--- config.mk ---
export PLATFORM = sky130hd
export DESIGN_NAME = ex_branch_resolve
export DESIGN_NICKNAME = d
export VERILOG_FILES = /design/src/rtl/ex_branch_pkg.sv /design/src/rtl/ex_branch_resolve_bht.sv /design/src/rtl/ex_branch_resolve.sv
export SDC_FILE = /design/constraint.sdc
export NUM_CORES = 1
export LEC_CHECK = 0
export BUFFER_PORTS_ARGS = -buffer_cell sky130_fd_sc_hd__clkbuf_2
export CELL_PAD_IN_SITES_DETAIL_PLACEMENT = 0
export CELL_PAD_IN_SITES_GLOBAL_PLACEMENT = 1
export CORE_ASPECT_RATIO = 0.75
export CORE_MARGIN = 1.5
export CORE_UTILIZATION = 43
export DETAILED_ROUTE_END_ITERATION = 8
export HOLD_SLACK_MARGIN = 0.15
export PLACE_DENSITY = 0.95
export SLEW_MARGIN = 20
export SYNTH_ARGS = -nofsm -noshare
export SYNTH_HDL_FRONTEND = slang
export SYNTH_SLANG_ARGS = --single-unit
--- constraint.sdc ---
create_clock -name clk -period 10 [get_ports clk]
set_input_delay 2 -clock clk [delete_from_list [all_inputs] [get_ports clk]]
set_output_delay 2 -clock clk [all_outputs]
set_load 0.03 [all_outputs]
--- src/rtl/ex_branch_pkg.sv ---
`default_nettype none
// ============================================================================
//  Module   : ex_branch_pkg
//  Purpose  : Shared types and constants for EX-stage branch resolution:
//             2-bit saturating-counter encoding, JALR funct code, link
//             register number and the BHT index-width helper.
//  Revision : 1.0  initial release
// ============================================================================
package ex_branch_pkg;

    // Branch-history counter encoding; MSB is the predicted direction.
    typedef enum logic [1:0] {
        SNT = 2'd0,
        WNT = 2'd1,
        WT  = 2'd2,
        ST  = 2'd3
    } bht_cnt_e;

    localparam logic [5:0] c_funct_jalr = 6'b001001;
    localparam logic [4:0] c_link_reg   = 5'd31;

    // Number of PC bits used to select one of 'depth' counters.
    function automatic int bht_idx_w(input int depth);
        return $clog2(depth);
    endfunction

endpackage
`default_nettype wire

--- src/rtl/ex_branch_resolve_bht.sv ---
`default_nettype none
// ============================================================================
//  Module   : bht_2bit
//  Purpose  : Table of DEPTH 2-bit saturating branch-history counters.
//             One asynchronous read port (prediction), one write port
//             (resolution update). A same-cycle read of the index being
//             written returns the pre-update value.
//  Ports    : clk, rst (async, active-high)
//             rd_idx  / rd_cnt    - lookup index and counter value
//             wr_en / wr_idx / wr_taken - saturating inc/dec request
//  Revision : 1.0  initial release
// ============================================================================
module bht_2bit
    import ex_branch_pkg::*;
#(
    parameter int DEPTH = 64,
    parameter int IDX_W = bht_idx_w(DEPTH)
) (
    input  logic             clk,
    input  logic             rst,
    input  logic [IDX_W-1:0] rd_idx,
    output bht_cnt_e         rd_cnt,
    input  logic             wr_en,
    input  logic [IDX_W-1:0] wr_idx,
    input  logic             wr_taken
);

    bht_cnt_e cnt_q [DEPTH];
    bht_cnt_e cnt_d [DEPTH];
    bht_cnt_e w_cur;
    bht_cnt_e w_next;

    // Reads come straight from the flops, so there is no write bypass.
    assign rd_cnt = cnt_q[rd_idx];

    always_comb begin
        w_cur  = cnt_q[wr_idx];
        w_next = w_cur;
        if (wr_taken) begin
            if (w_cur != ST) begin
                w_next = bht_cnt_e'(w_cur + 2'd1);
            end
        end else begin
            if (w_cur != SNT) begin
                w_next = bht_cnt_e'(w_cur - 2'd1);
            end
        end
    end

    always_comb begin
        cnt_d = cnt_q;
        if (wr_en) begin
            cnt_d[wr_idx] = w_next;
        end
    end

    always_ff @(posedge clk or posedge rst) begin
        if (rst) begin
            for (int i = 0; i < DEPTH; i++) begin
                cnt_q[i] <= WNT;
            end
        end else begin
            cnt_q <= cnt_d;
        end
    end

endmodule
`default_nettype wire

--- src/rtl/ex_branch_resolve.sv ---
`default_nettype none
// ============================================================================
//  Module   : ex_branch_resolve
//  Purpose  : EX-stage branch/jump resolution. Computes targets, detects
//             conditional-branch mispredictions, issues a registered
//             one-cycle redirect/flush, drives link-register writeback for
//             JAL/JALR and trains a 2-bit BHT used for IF prediction.
//  Ports    : if_pc -> if_pred_taken          (IF prediction lookup)
//             ex_valid, branch_ex, jump_ex, jump_reg_ex, cond_true,
//             pred_taken_ex, pc4_ex, rs_val_ex, imm_ext_ex,
//             instr_index_ex, rd_ex, funct_ex (EX instruction)
//             redirect_valid, redirect_pc, flush (registered)
//             link_en, link_rd_sel, pc_plus8_ex   (combinational)
//             stat_branches, stat_mispredicts     (optional counters)
//  Config   : define EX_BRANCH_STATS_EN to build saturating branch /
//             mispredict counters; otherwise the stat outputs are tied 0.
//  Revision : 1.0  initial release
// ============================================================================
module ex_branch_resolve
    import ex_branch_pkg::*;
#(
    parameter int BHT_DEPTH = 64,
    parameter int XLEN      = 32
) (
    input  logic            clk,
    input  logic            rst,
    input  logic [XLEN-1:0] if_pc,
    output logic            if_pred_taken,
    input  logic            ex_valid,
    input  logic            branch_ex,
    input  logic            jump_ex,
    input  logic            jump_reg_ex,
    input  logic            cond_true,
    input  logic            pred_taken_ex,
    input  logic [XLEN-1:0] pc4_ex,
    input  logic [XLEN-1:0] rs_val_ex,
    input  logic [XLEN-1:0] imm_ext_ex,
    input  logic [25:0]     instr_index_ex,
    input  logic [4:0]      rd_ex,
    input  logic [5:0]      funct_ex,
    output logic            redirect_valid,
    output logic [XLEN-1:0] redirect_pc,
    output logic            flush,
    output logic            link_en,
    output logic [4:0]      link_rd_sel,
    output logic [XLEN-1:0] pc_plus8_ex,
    output logic [31:0]     stat_branches,
    output logic [31:0]     stat_mispredicts
);

    localparam int IDX_W = bht_idx_w(BHT_DEPTH);

    logic            redirect_valid_q, redirect_valid_d;
    logic [XLEN-1:0] redirect_pc_q,    redirect_pc_d;

    logic            w_live;
    logic            w_is_jr;
    logic            w_is_j;
    logic            w_is_br;
    logic            w_is_jalr;
    logic            w_mispredict;
    logic [XLEN-1:0] w_br_target;
    logic [XLEN-1:0] w_j_target;
    logic [XLEN-1:0] w_ex_pc;
    bht_cnt_e        w_rd_cnt;
    logic            w_unused_bits;

    // The instruction in EX during the redirect cycle is on the wrong path.
    assign w_live = ex_valid & ~redirect_valid_q;

    // Jump-register beats jump beats branch when decode flags overlap.
    assign w_is_jr   = w_live & jump_reg_ex;
    assign w_is_j    = w_live & ~jump_reg_ex & jump_ex;
    assign w_is_br   = w_live & ~jump_reg_ex & ~jump_ex & branch_ex;
    assign w_is_jalr = w_is_jr & (funct_ex == c_funct_jalr);

    assign w_mispredict = cond_true ^ pred_taken_ex;

    assign w_br_target = pc4_ex + {imm_ext_ex[XLEN-3:0], 2'b00};
    assign w_j_target  = {pc4_ex[XLEN-1:XLEN-4], instr_index_ex, 2'b00};
    assign w_ex_pc     = pc4_ex - 32'd4;

    always_comb begin
        redirect_valid_d = 1'b0;
        redirect_pc_d    = redirect_pc_q;
        if (w_is_jr) begin
            redirect_valid_d = 1'b1;
            redirect_pc_d    = rs_val_ex;
        end else if (w_is_j) begin
            redirect_valid_d = 1'b1;
            redirect_pc_d    = w_j_target;
        end else if (w_is_br && w_mispredict) begin
            redirect_valid_d = 1'b1;
            redirect_pc_d    = cond_true ? w_br_target : pc4_ex;
        end
    end

    always_ff @(posedge clk or posedge rst) begin
        if (rst) begin
            redirect_valid_q <= 1'b0;
            redirect_pc_q    <= '0;
        end else begin
            redirect_valid_q <= redirect_valid_d;
            redirect_pc_q    <= redirect_pc_d;
        end
    end

    assign redirect_valid = redirect_valid_q;
    assign redirect_pc    = redirect_pc_q;
    assign flush          = redirect_valid_q;

    // J and JAL share jump_ex; every jump_ex instruction writes $31.
    assign link_en     = w_is_j | w_is_jalr;
    assign link_rd_sel = w_is_jalr ? rd_ex : (w_is_j ? c_link_reg : 5'd0);
    assign pc_plus8_ex = pc4_ex + 32'd4;

    bht_2bit #(
        .DEPTH (BHT_DEPTH),
        .IDX_W (IDX_W)
    ) u_bht (
        .clk      (clk),
        .rst      (rst),
        .rd_idx   (if_pc[IDX_W+1:2]),
        .rd_cnt   (w_rd_cnt),
        .wr_en    (w_is_br),
        .wr_idx   (w_ex_pc[IDX_W+1:2]),
        .wr_taken (cond_true)
    );

    assign if_pred_taken = w_rd_cnt[1];

    assign w_unused_bits = ^{if_pc[XLEN-1:IDX_W+2], if_pc[1:0],
                             imm_ext_ex[XLEN-1:XLEN-2], w_rd_cnt[0],
                             w_ex_pc[XLEN-1:IDX_W+2], w_ex_pc[1:0]};

`ifdef EX_BRANCH_STATS_EN
    logic [31:0] stat_br_q, stat_br_d;
    logic [31:0] stat_mp_q, stat_mp_d;

    always_comb begin
        stat_br_d = stat_br_q;
        stat_mp_d = stat_mp_q;
        if (w_is_br && (stat_br_q != 32'hFFFF_FFFF)) begin
            stat_br_d = stat_br_q + 32'd1;
        end
        if (w_is_br && w_mispredict && (stat_mp_q != 32'hFFFF_FFFF)) begin
            stat_mp_d = stat_mp_q + 32'd1;
        end
    end

    always_ff @(posedge clk or posedge rst) begin
        if (rst) begin
            stat_br_q <= '0;
            stat_mp_q <= '0;
        end else begin
            stat_br_q <= stat_br_d;
            stat_mp_q <= stat_mp_d;
        end
    end

    assign stat_branches    = stat_br_q;
    assign stat_mispredicts = stat_mp_q;
`else
    assign stat_branches    = '0;
    assign stat_mispredicts = '0;
`endif

endmodule
`default_nettype wire

# Word level (Yosys, flattened, before mapping)
# Index checks and enable logic that the tools add are counted.
# Widths: inputs -> output; s select.
dict set report totals {
  ff_bits 161
  in_bits 173
  out_inout_bits 137
  wordCells 115
}
dict set report op_classes {
  addsub 5
  order_cmp 3
  eq_ne 2
  mux 21
  bitwise_logic 14
  n_reduce_logical 4
}
# cell count
set op_table {}
lappend op_table {{$bwmux 128} 1}
lappend op_table {{$mux 32} 4}
lappend op_table {{$add 32x3->32 const B} 1}
lappend op_table {{$add 32x32->32} 1}
lappend op_table {{$bmux 2 s6} 2}
lappend op_table {{$mux 2} 8}
lappend op_table {{$ge 7x7->1 const B} 2}
lappend op_table {{$not 6->7} 2}
lappend op_table {{$demux 2 s6} 1}
lappend op_table {{$mux 5} 2}
lappend op_table {{$sub 8x3->8 const B} 1}
lappend op_table {{$and 1x1->1} 7}
lappend op_table {{$lt 7x1->1 const B} 1}
lappend op_table {{$eq 6x4->1 const B} 1}
lappend op_table {{$mux 1} 3}
lappend op_table {{$not 1->1} 3}
lappend op_table {{$reduce_bool 3->1} 1}
lappend op_table {{$add 2x1->2 const B} 1}
lappend op_table {{$logic_and 1x1->1} 2}
lappend op_table {{$ne 2x2->1 const B} 1}
lappend op_table {{$reduce_bool 2->1} 1}
lappend op_table {{$sub 2x1->2 const B} 1}
lappend op_table {{$or 1x1->1} 1}
lappend op_table {{$xor 1x1->1} 1}

# Depth between registers and ports, before layout
# Gate-level depths: netlist (run 1).
dict set report depth {
  word_depth 9
  depth_mapped 16
  ltp_nobuf 11
}

# Modules after synthesis
# Synthesis (run 1) repeated with hierarchy kept, for this count alone.
dict set report hier_totals {
  cells_unflattened 1623
  area_unflattened_um2 14079.8
}
# mod instances cells_each area_each_um2 seq_area_each_um2
set modules_own_cells {}
lappend modules_own_cells {bht_2bit 1 1048 9614.2 3283.1}
lappend modules_own_cells {ex_branch_resolve 1 575 4465.5 825.8}

# Worst setup path after synthesis (run 1)
# Ideal clock, no wire load.
dict set report synth_path {
  path_kind {in2out}
  start {in pc4_ex[2]}
  end {out pc_plus8_ex[29]}
  arrival_ps 4729
  required_time_ps 8000
  setup_slack_ps 3271
  cell_stages 11
  path_buffers 4
  cell_sequence {buf_2 buf_1 clkbuf_1 buf_2 nand2_1 nor3_1 and3_1 nor2b_1 and3_1 nand3_1 xnor2_1}
}
dict set report synth_between {
  elab_chain_len 1
}
# item line_no
set synth_rtl {}
lappend synth_rtl {{start, declared} ex_branch_resolve.sv:35} ;# input logic [XLEN-1:0] pc4_ex,
lappend synth_rtl {{$add 32x3->32} ex_branch_resolve.sv:115} ;# assign pc_plus8_ex = pc4_ex + 32'd4;
lappend synth_rtl {{end, declared} ex_branch_resolve.sv:46} ;# output logic [XLEN-1:0] pc_plus8_ex,
# No other way between the ends.

# Worst setup path after layout (run 1)
dict set report layout_path {
  start {in pc4_ex[3]}
  end {out pc_plus8_ex[30]}
}
# Same word-level chain as after synthesis.

==> results.txt, run 1 <==
Initial drt markers: 1007
Final setup viols: 0
Yosys top cell by area: dfrtp_1
Share of cells above drive strength 1: 25.4%
Worst endpoint required time: 8.00 ns
Initial antenna violation count: 0
Maximum capacitance violations: 0
Synth top area cells: dfrtp_1 (21%), dfstp_2 (15%), nand2_1 (8.1%), mux4_2 (7.5%), o21ai_1 (5.0%)
Final setup margin: 3.30 ns
Die area: 0.0275 mm2
Status: finished, final reports clean
GRT Resource Usage Total: 26.6%
Critical path type: primary input to output port
RSZ-0062 raised after global routing: false
Setup bufs post-CTS: 0
Core area: 0.0260 mm2
Power density over the cells: 149 mW/mm2
Design area: 0.0131 mm2
Final Hold Viols: 0
Area of the mapped netlist: 0.0114 mm2
Post-layout min period: 6.70 ns
Area delta synth->final: 14.7%
Remaining Overflow, GRT: 0
Yosys top cell area share: 21.3%
Hold depth: 2
Critical-path maximum fanout: 12
R2R depth: 9
Post-DP Area: 0.0125 mm2
Row count: 51
Post-Route WL: 36500 um
Total chip power: 1.95 mW
Boundary pin count: 310
Worst-Margin Slew: 1.21 ns
Diode count: 0
PostCTS Resize Cnt: 0
Synth Register Bits: 161
Post-synth EDFFs: 0
Vias: 10700
Setup_tns: 0 ns
Static Leak: 5.61 nW
Antenna viol nets, final: 0
Upper clock frequency limit: 149 MHz
CP endpoint kind: output port
Worst EP arrival: 4.70 ns
Mux cell area share after synthesis: 10.6%
Starting Density: 43.8%
Remaining DRCs: 0
Routability cong.: 0.932
Pre-antenna DRT Iters: 6
WL/cell: 19.8 um
Worst-Skew Late Latency: 0.44 ns
Pre-CTS setup slack: 3.13 ns
Avg Synthesized Cell Area: 8.69 um2
Nets: 1693
Hold Crit Class: flip-flop to flip-flop
Die span in x: 191 um
First-pass GRT wire length: 55400 um
Number of global-route vias before repair: 9736
Max-slew headroom: 18.4%
Max Root-Sink Buffers: 2
CTS H-tree lvls: 4
# hold bufs at CTS: 0
Compound-gate portion of the synthesized area: 18.5%
Count leader, synth: nand2_1
Final period util: 67.0%
Synth Area in Adders: 3.78%
CP Launch Type: primary input
Port bufs: 217
CTS tree: done
Mapped Cells: 1309
Die Y: 144 um
CTS buffer count: 17
Clock slew at reported path FFs: 0.06 ns
CTS Sinks: 161
Peak VDD IR: 0.131 mV
Hpwl dp: 26800 um
Synth warn: 0
Clk_skew: 0.0137 ns
XOR/XNOR share of the synthesized area: 4.07%
Largest family of logic cells by synthesized area: simple AND/OR/NAND/NOR gates
Seq/Total Area, Yosys: 36.1%
Most frequent cells after synthesis: nand2_1 (245), o21ai_1 (114), dfrtp_1 (97), nor2_1 (69), buf_4 (68)
Largest net degree at the start of global routing: 87
Simple-gate share of the synthesized area: 19.5%
Root buf cell: clkbuf_16
Routed vias/inst: 5.81
Slew Limit Fails: 0
Synth async-reset ratio: 100%
Post-synth cell types: 68
Most common flop cell mapped by yosys: dfrtp_1
Filler Cell Count: 2453
==> routing by layer <==
layer	vias to the layer above	share of wire, %	GRT usage [%]	wire length [um]
met5	-	0	0	0
met4	0	2.8	8.79	1010
met3	75	9.7	6.15	3530
met2	570	43	37.4	15600
met1	5094	45	39.7	16400
li1	4974	-	-	-
==> flip-flops by register name, indices dropped and copies added (netlist names) <==
signal       cells
redirect_pc     32
u_bht.cnt_q    128
flush            1
==> path summary, 6_finish.rpt <==
path	startpoint	endpoint	slack (ns)
min in group asynchronous	rst	u_bht.cnt_q[111]$_DFFE_PP0P_	1.71
max in group asynchronous	rst	u_bht.cnt_q[45]$_DFFE_PP0P_	6.85
setup / recovery	pc4_ex[3]	pc_plus8_ex[30]	3.30
setup reg to reg	u_bht.cnt_q[6]$_DFFE_PP1P_	u_bht.cnt_q[19]$_DFFE_PP0P_	6.57
hold / removal	u_bht.cnt_q[70]$_DFFE_PP1P_	u_bht.cnt_q[70]$_DFFE_PP1P_	0.46
hold reg to reg	u_bht.cnt_q[70]$_DFFE_PP1P_	u_bht.cnt_q[70]$_DFFE_PP1P_	0.46
==> final cells by class <==
type,count,area [um2],share of cell area (%)
flip-flops and latches,161,4110,31.5
repair buffers,232,1200,9.18
multi-input cells,1060,6680,51.1
clock buffers,17,425,3.26
well taps,344,430,3.30
clock inverters,15,149,1.14
inverters,16,65.1,0.498
==> kinds of logic (layout without fill, tap and decap cells) <==
logic type,after synthesis,count (layout)
flip-flops,161,161
buffers and inverters,151,280
other,1,64
multiplexers,72,72
AO/OA/AOI/OAI,352,352
AND/OR/NAND/NOR,486,486
adder cells (fa/ha/maj),34,34
XOR/XNOR,52,52
==> report_power, final <==
part           switching [mW]  internal [mW]  total, mW
Combinational           0.389          0.173      0.562
Clock                   0.301          0.350      0.652
Sequential             0.0308          0.706      0.736
Total                   0.721           1.23       1.95
==> metrics by stage <==
stage,hold WS (ns),std cells,util (%)
3_3_place_gp,0.449,1813,48.0
2_1_floorplan,0.441,1372,-
6_report,0.462,1845,50.3
4_1_cts,0.464,1845,50.2
3_5_place_dp,0.455,1813,48.0
5_1_grt,0.472,1845,50.3
==> placed cells by master (no fill, tap or decap), types with 6 or more instances in the layout <==
cell	count
a21o_1	13
or3_1	23
nor3b_1	6
inv_1	13
nand2b_1	12
clkbuf_16	17
xnor2_1	36
a31oi_1	8
and2_1	8
nand2_1	245
nor2b_1	11
nor3_1	31
and3_1	15
xor2_1	14
nand3b_1	7
buf_4	15
mux2i_1	30
a22oi_1	8
nor2_1	69
dfrtp_1	97
o31ai_1	8
o21ai_0	61
dfstp_2	64
nand4_1	8
a21oi_1	60
o21ai_1	114
nand3_1	34
clkbuf_2	217
mux4_2	38
a211oi_1	23
ha_1	30
conb_1	64
==> worst max-delay path, cell delays in order <==
cell	delay, ns
clkbuf_2	0.26
ha_1	0.27
inv_1	0.06
nor3_1	0.53
and3_1	0.32
nor2b_1	0.57
nand4_1	0.24
xnor2_1	0.20
clkbuf_2	0.23
No activity file was read; power rests on OpenSTA's default activity.
==> run 2: changes to the inputs <==
--- a/config.mk
+++ b/config.mk
@@ -5,15 +5,16 @@
 export SDC_FILE = /design/constraint.sdc
 export NUM_CORES = 1
 export LEC_CHECK = 0
+export ABC_AREA = 1
 export BUFFER_PORTS_ARGS = -buffer_cell sky130_fd_sc_hd__clkbuf_2
 export CELL_PAD_IN_SITES_DETAIL_PLACEMENT = 0
 export CELL_PAD_IN_SITES_GLOBAL_PLACEMENT = 1
 export CORE_ASPECT_RATIO = 0.75
 export CORE_MARGIN = 1.5
-export CORE_UTILIZATION = 43
+export CORE_UTILIZATION = 34
 export DETAILED_ROUTE_END_ITERATION = 8
 export HOLD_SLACK_MARGIN = 0.15
-export PLACE_DENSITY = 0.95
+export PLACE_DENSITY = 0.86
 export SLEW_MARGIN = 20
 export SYNTH_ARGS = -nofsm -noshare
 export SYNTH_HDL_FRONTEND = slang
==> constraint.sdc (replaced) <==
create_clock -name clk -period 5.8 [get_ports clk]
set_input_delay 1.16 -clock clk [delete_from_list [all_inputs] [get_ports clk]]
set_output_delay 1.16 -clock clk [all_outputs]
set_load 0.03 [all_outputs]
==> run 2 against run 1 <==
  * Die area increased by 43%
  * Wire length increased by 41%
  * First-iteration DRC count increased by 39%
  * Sequential share of layout area decreased by 3.5 points
  * Design area increased by 13%
  * Synthesized area increased by 14%
  * Cell count increased by 51%
  * Clock skew increased by 0.00091 ns
  * Setup slack got worse by 2.3 ns
  * Clock power increased by 67%
==> results.txt, run 2 <==
Final period util: 83.3%
HP Start: u_bht.cnt_q[98]$_DFFE_PP1P_
Max reg flops: 128
Reg power frac: 36.8%
Most common flop cell mapped by yosys: dfrtp_1
Power density over the cells: 236 mW/mm2
Biggest register: u_bht.cnt_q
RSZ-0062 raised after global routing: false
CTS H-tree lvls: 4
Area of the mapped netlist: 0.0129 mm2
Status: finished, final reports clean
Static Leak: 7.64 nW
Peak VDD IR: 0.170 mV
Pre-antenna DRT Iters: 6
Crit-path cells: clkbuf_2 -> ha_1 -> nand2_1 -> nor2_1 -> nand4_1 -> nor4_2 -> nand3_1 -> nor2_1 -> xor2_1 -> clkbuf_2
Port bufs: 217
Share of cells above drive strength 1: 15.8%
Synth Register Bits: 161
Nets: 2467
Max Root-Sink Buffers: 2
Slew Limit Fails: 0
Clock slew at reported path FFs: 0.07 ns
Routed vias/inst: 5.06
Most used routing layer: met1
RR Startpoint: flush$_DFF_PP0_
CTS buffer count: 17
Crit path max-delay cell type: nor4_2
Die area: 0.0392 mm2
Core area: 0.0372 mm2
Routability cong.: 1.04
Yosys top cell by area: nand2_1
Upper clock frequency limit: 207 MHz
Hold depth: 2
Boundary pin count: 310
Max-slew headroom: 23.7%
Hold Crit Class: flip-flop to flip-flop
Number of global-route vias before repair: 12600
Die span in x: 228 um
Post-synth cell types: 45
Remaining Overflow, GRT: 0
Internal: 2.06 mW
Final Hold Viols: 0
Worst-Margin Slew: 1.13 ns
Reg2Reg Setup Slack: 2.18 ns
Mapped Cells: 2088
Die Y: 172 um
Commonest non-fill, non-tap cell in the layout: nand2_1
Root buf cell: clkbuf_16
Met3 Use GR: 5.74%
Worst-Skew Late Latency: 0.45 ns
Starting Density: 34.7%
CTS tree: done
Avg Synthesized Cell Area: 6.19 um2
Remaining DRCs: 0
Clk_skew: 0.0146 ns
Hpwl dp: 37600 um
Post-layout min period: 4.83 ns
Yosys top cell area share: 25.5%
Fin util: 39.4%
Post-synth EDFFs: 0
Sw power: 1.41 mW
Delay-heaviest family, CP: simple AND/OR/NAND/NOR gates
# hold bufs at CTS: 0
Initial antenna violation count: 8
First-pass GRT wire length: 76400 um
PostCTS Resize Cnt: 0
Comb pwr share: 31.8%
Setup_tns: 0 ns
Vias: 14100
Most frequent cells after synthesis: nand2_1 (879), nor2_1 (235), inv_1 (173), nand3_1 (139), dfrtp_1 (97)
Setup bufs post-CTS: 0
Worst path bufs/invs: 2
Synth top area cells: nand2_1 (26%), dfrtp_1 (19%), dfstp_2 (13%), nor2_1 (6.8%), nand3_1 (5.4%)
Worst EP arrival: 3.67 ns
GRT met2 Usage: 36.3%
Area delta synth->final: 13.6%
CP Launch Type: primary input
Met1 Usage GRT: 38.0%
GRT Resource Usage Total: 25.7%
Antenna viol nets, final: 0
R2R depth: 10
Synth async-reset ratio: 100%
Post-Route WL: 51400 um
Slowest stage delay, CP: 0.51 ns
Clock power share: 31.5%
CTS Sinks: 161
Count leader, synth: nand2_1
Critical-path maximum fanout: 6
Initial drt markers: 1403
Critical path type: primary input to output port
Worst endpoint required time: 4.64 ns
Maximum capacitance violations: 0
WL/cell: 18.5 um
Synth warn: 0
Row count: 61
Seq/Total Area, Yosys: 31.8%
Sw Ratio: 40.6%
FF-to-FF End: redirect_pc[30]$_DFFE_PP0P_
Filler Cell Count: 4108
Largest net degree at the start of global routing: 77
CP endpoint kind: output port
WHS Endpoint: u_bht.cnt_q[98]$_DFFE_PP1P_
Most frequent cells in the layout: nand2_1 (879), nor2_1 (234), clkbuf_2 (217), inv_1 (172), nand3_1 (139)
Final setup viols: 0
==> run 2: metal layers <==
metal  wire [um]  vias to the layer above
met5           0                        -
met4        1300                        0
met3        4480                       68
met2       21500                      612
met1       24200                     6642
li1            -                     6769
==> run 2: kinds of logic (layout without fill, tap and decap cells) <==
group	Yosys count	count (layout)	synth area share, %
buffers and inverters	324	448	12.4
DFF	161	161	31.8
and+or+nand+nor	1315	1315	40.8
other	1	70	0.0290
adders and majority gates	32	32	3.15
AOI/OAI and AO/OA	215	215	9.05
xor gates and xnor gates	40	40	2.77
==> run 2: final cells by class <==
cell class / count / area, um2 / area share, %
tap: 504 / 631 / 4.29
clock inverter: 14 / 108 / 0.733
inverter: 180 / 681 / 4.63
antenna: 6 / 15.0 / 0.102
sequential: 161 / 4110 / 28.0
multi-input combinational: 1666 / 7470 / 50.8
clock buffer: 18 / 439 / 2.99
timing repair buffer: 236 / 1240 / 8.45
==> run 2: worst reg2reg max path: cells and delay by family (launching register included) <==
| kind | cells | cell delay, ns |
|---|---|---|
| buf+inv | 3 | 1.49 |
| flops | 1 | 0.37 |
| simple gates | 7 | 1.65 |
==> run 2: power by group through the flow <==
| stage | sequential (mW) | combinational [mW] | clock (mW) |
|---|---|---|---|
| final | 1.28 | 1.10 | 1.09 |
| after global routing | 1.29 | 1.20 | 1.16 |
| after CTS | 1.28 | 1.09 | 1.11 |
| after detailed placement | 1.29 | 1.09 | 0 |
| after global placement | 1.29 | 1.08 | 0 |
| after floorplan | 1.40 | 0.636 | 0 |
==> run 2: worst max path at each step <==
stage              start              end  slack (ns)  cells past startpoint
2_1_floorplan        rst  flush$_DFF_PP0_        0.40                      1
3_3_place_gp   pc4_ex[3]  pc_plus8_ex[28]        0.97                     10
3_5_place_dp   pc4_ex[3]  pc_plus8_ex[28]        1.06                     10
4_1_cts        pc4_ex[3]  pc_plus8_ex[28]        1.06                     10
5_1_grt        pc4_ex[3]  pc_plus8_ex[28]        0.84                     10
6_report       pc4_ex[3]  pc_plus8_ex[28]        0.97                     10
==> run 2: stage by stage <==
| stage | instances | power [mW] | hold slack [ns] | setup WS [ns] | instance area (um2) |
|---|---|---|---|---|---|
| 4_1_cts | 2779 | 3.47 | 0.467 | 1.06 | 14700 |
| 6_report | 2785 | 3.47 | 0.467 | 0.971 | 14700 |
| 5_1_grt | 2785 | 3.64 | 0.477 | 0.837 | 14700 |
| 3_5_place_dp | 2747 | 2.38 | 0.455 | 1.06 | 14100 |
| 3_3_place_gp | 2747 | 2.37 | 0.452 | 0.974 | 14100 |
| 2_1_floorplan | 2151 | 2.04 | 0.444 | 0.398 | 13200 |
==> run 3: changes to the inputs <==
--- a/config.mk
+++ b/config.mk
@@ -11,10 +11,10 @@
 export CELL_PAD_IN_SITES_GLOBAL_PLACEMENT = 1
 export CORE_ASPECT_RATIO = 0.75
 export CORE_MARGIN = 1.5
-export CORE_UTILIZATION = 34
+export CORE_UTILIZATION = 38
 export DETAILED_ROUTE_END_ITERATION = 8
 export HOLD_SLACK_MARGIN = 0.15
-export PLACE_DENSITY = 0.86
+export PLACE_DENSITY = 0.9
 export SLEW_MARGIN = 20
 export SYNTH_ARGS = -nofsm -noshare
 export SYNTH_HDL_FRONTEND = slang
==> constraint.sdc (replaced) <==
create_clock -name clk -period 4.7 [get_ports clk]
set_input_delay 0.94 -clock clk [delete_from_list [all_inputs] [get_ports clk]]
set_output_delay 0.94 -clock clk [all_outputs]
set_load 0.03 [all_outputs]
==> run 3 against run 2 <==
  * Sequential power rose by 23%
  * First-iteration DRC count grew 15%
  * Global-route usage is 2.2 points higher
  * Wire length shrank 3.3%
  * Combinational power rose by 25%
  * Utilization rose by 4.3 points
  * Sequential share of layout area grew 0.050 points
  * Count of clock-buffer cells in the layout is 4 higher
  * Design area down 0.18%
  * Clock skew is 0.00090 ns lower
  * Sequential cell count unchanged
  * Critical endpoint unchanged
  * Largest power group unchanged
==> results.txt, run 3 (synthesis results as in run 2) <==
Final setup margin: 0.346 ns
Final setup viols: 0
Critical path type: primary input to output port
Port bufs: 217
Setup_tns: 0 ns
CP Launch Type: primary input
Most frequent cells in the layout: nand2_1 (879), nor2_1 (234), clkbuf_2 (217), inv_1 (172), nand3_1 (139)
Design area: 0.0147 mm2
CTS buffer count: 17
Clock slew at reported path FFs: 0.06 ns
Setup bufs post-CTS: 0
Hold Crit Class: flip-flop to flip-flop
Final Instance Count excl. Fillers: 2733
Boundary pin count: 310
Filler Cell Count: 3612
Number of global-route vias before repair: 12900
CTS Sinks: 161
Core area: 0.0335 mm2
Upper clock frequency limit: 230 MHz
Die span in x: 216 um
Final Hold Viols: 0
Routed vias/inst: 5.20
Largest net degree at the start of global routing: 126
Worst endpoint required time: 3.76 ns
Post-layout min period: 4.35 ns
Post-DP Area: 0.0141 mm2
Antenna viol nets, final: 0
Worst-Margin Slew: 0.949 ns
First-pass GRT wire length: 74800 um
Post-Route WL: 49700 um
Initial antenna violation count: 1
Biggest register: u_bht.cnt_q
Initial drt markers: 1612
Maximum capacitance violations: 0
Share of cells above drive strength 1: 16.0%
Multi-input gate area: 0.00747 mm2
Remaining DRCs: 0
Remaining Overflow, GRT: 0
Vias: 14200
Pre-antenna DRT Iters: 5
Row count: 58
CTS tree: done
Nets: 2474
PostCTS Resize Cnt: 0
CP endpoint kind: output port
Max Root-Sink Buffers: 2
Starting Density: 38.6%
Clk_skew: 0.0137 ns
Total chip power: 4.27 mW
Max-slew headroom: 36.0%
Max reg flops: 128
Static Leak: 7.69 nW
Root buf cell: clkbuf_16
Die area: 0.0351 mm2
Final period util: 92.6%
WL/cell: 18.2 um
Routability cong.: 0.987
Hold slack final: 0.466 ns
CTS H-tree lvls: 4
Fin util: 43.7%
Critical-path maximum fanout: 6
GRT Resource Usage Total: 27.9%
Pre-CTS setup slack: 0.410 ns
Worst-Skew Late Latency: 0.44 ns
Area delta synth->final: 13.4%
Power density over the cells: 291 mW/mm2
# hold bufs at CTS: 0
Peak VDD IR: 0.285 mV
Worst EP arrival: 3.41 ns
Slew Limit Fails: 0
Hpwl dp: 35800 um
Placed cells: 2700
RSZ-0062 raised after global routing: false
Die Y: 163 um
Register area: 0.00411 mm2
Status: finished, final reports clean
Commonest non-fill, non-tap cell in the layout: nand2_1
==> run 3: worst max-delay path, cell delays in order <==
cell and delay (ns):
clkbuf_2 0.18, ha_1 0.21, nand2_1 0.06, nor2_1 0.30
nand4_1 0.35, nor4_2 0.55, nand3_1 0.24, nor2_1 0.19
xor2_1 0.16, clkbuf_2 0.22
==> run 3: final cells by class <==
type | instances | area share, %
timing repair buffer | 243 | 8.91
tap | 450 | 3.84
clock inverter | 10 | 0.427
sequential | 161 | 28.0
multi-input combinational | 1666 | 50.9
inverter | 180 | 4.63
antenna | 1 | 0.0171
clock buffer | 22 | 3.23
==> run 3: path summary, 6_finish.rpt <==
check,startpoint,endpoint,slack [ns],cells after the start
max,pc4_ex[3],pc_plus8_ex[28],0.35,10
min,u_bht.cnt_q[18]$_DFFE_PP1P_,u_bht.cnt_q[18]$_DFFE_PP1P_,0.47,2
max reg2reg,flush$_DFF_PP0_,redirect_pc[28]$_DFFE_PP0P_,1.40,10
min reg2reg,u_bht.cnt_q[18]$_DFFE_PP1P_,u_bht.cnt_q[18]$_DFFE_PP1P_,0.47,2
max in group asynchronous,rst,redirect_pc[2]$_DFFE_PP0P_,3.38,3
min in group asynchronous,rst,u_bht.cnt_q[41]$_DFFE_PP0P_,0.62,3
==> run 3: power by group <==
| part | switching, mW | total (mW) | internal, mW |
|---|---|---|---|
| Combinational | 1.02 | 1.37 | 0.354 |
| Sequential | 0.0656 | 1.57 | 1.51 |
| Clock | 0.608 | 1.32 | 0.714 |
| Total | 1.69 | 4.27 | 2.58 |
==> run 3: per-layer routing <==
metal / GRT usage, % / vias up / share of wire [%]
met4: 8.05 / 0 / 2.1
met3: 6.72 / 65 / 10
met1: 41.3 / 6709 / 46
li1: - / 6790 / -
met2: 39.8 / 651 / 42
met5: 0 / - / 0
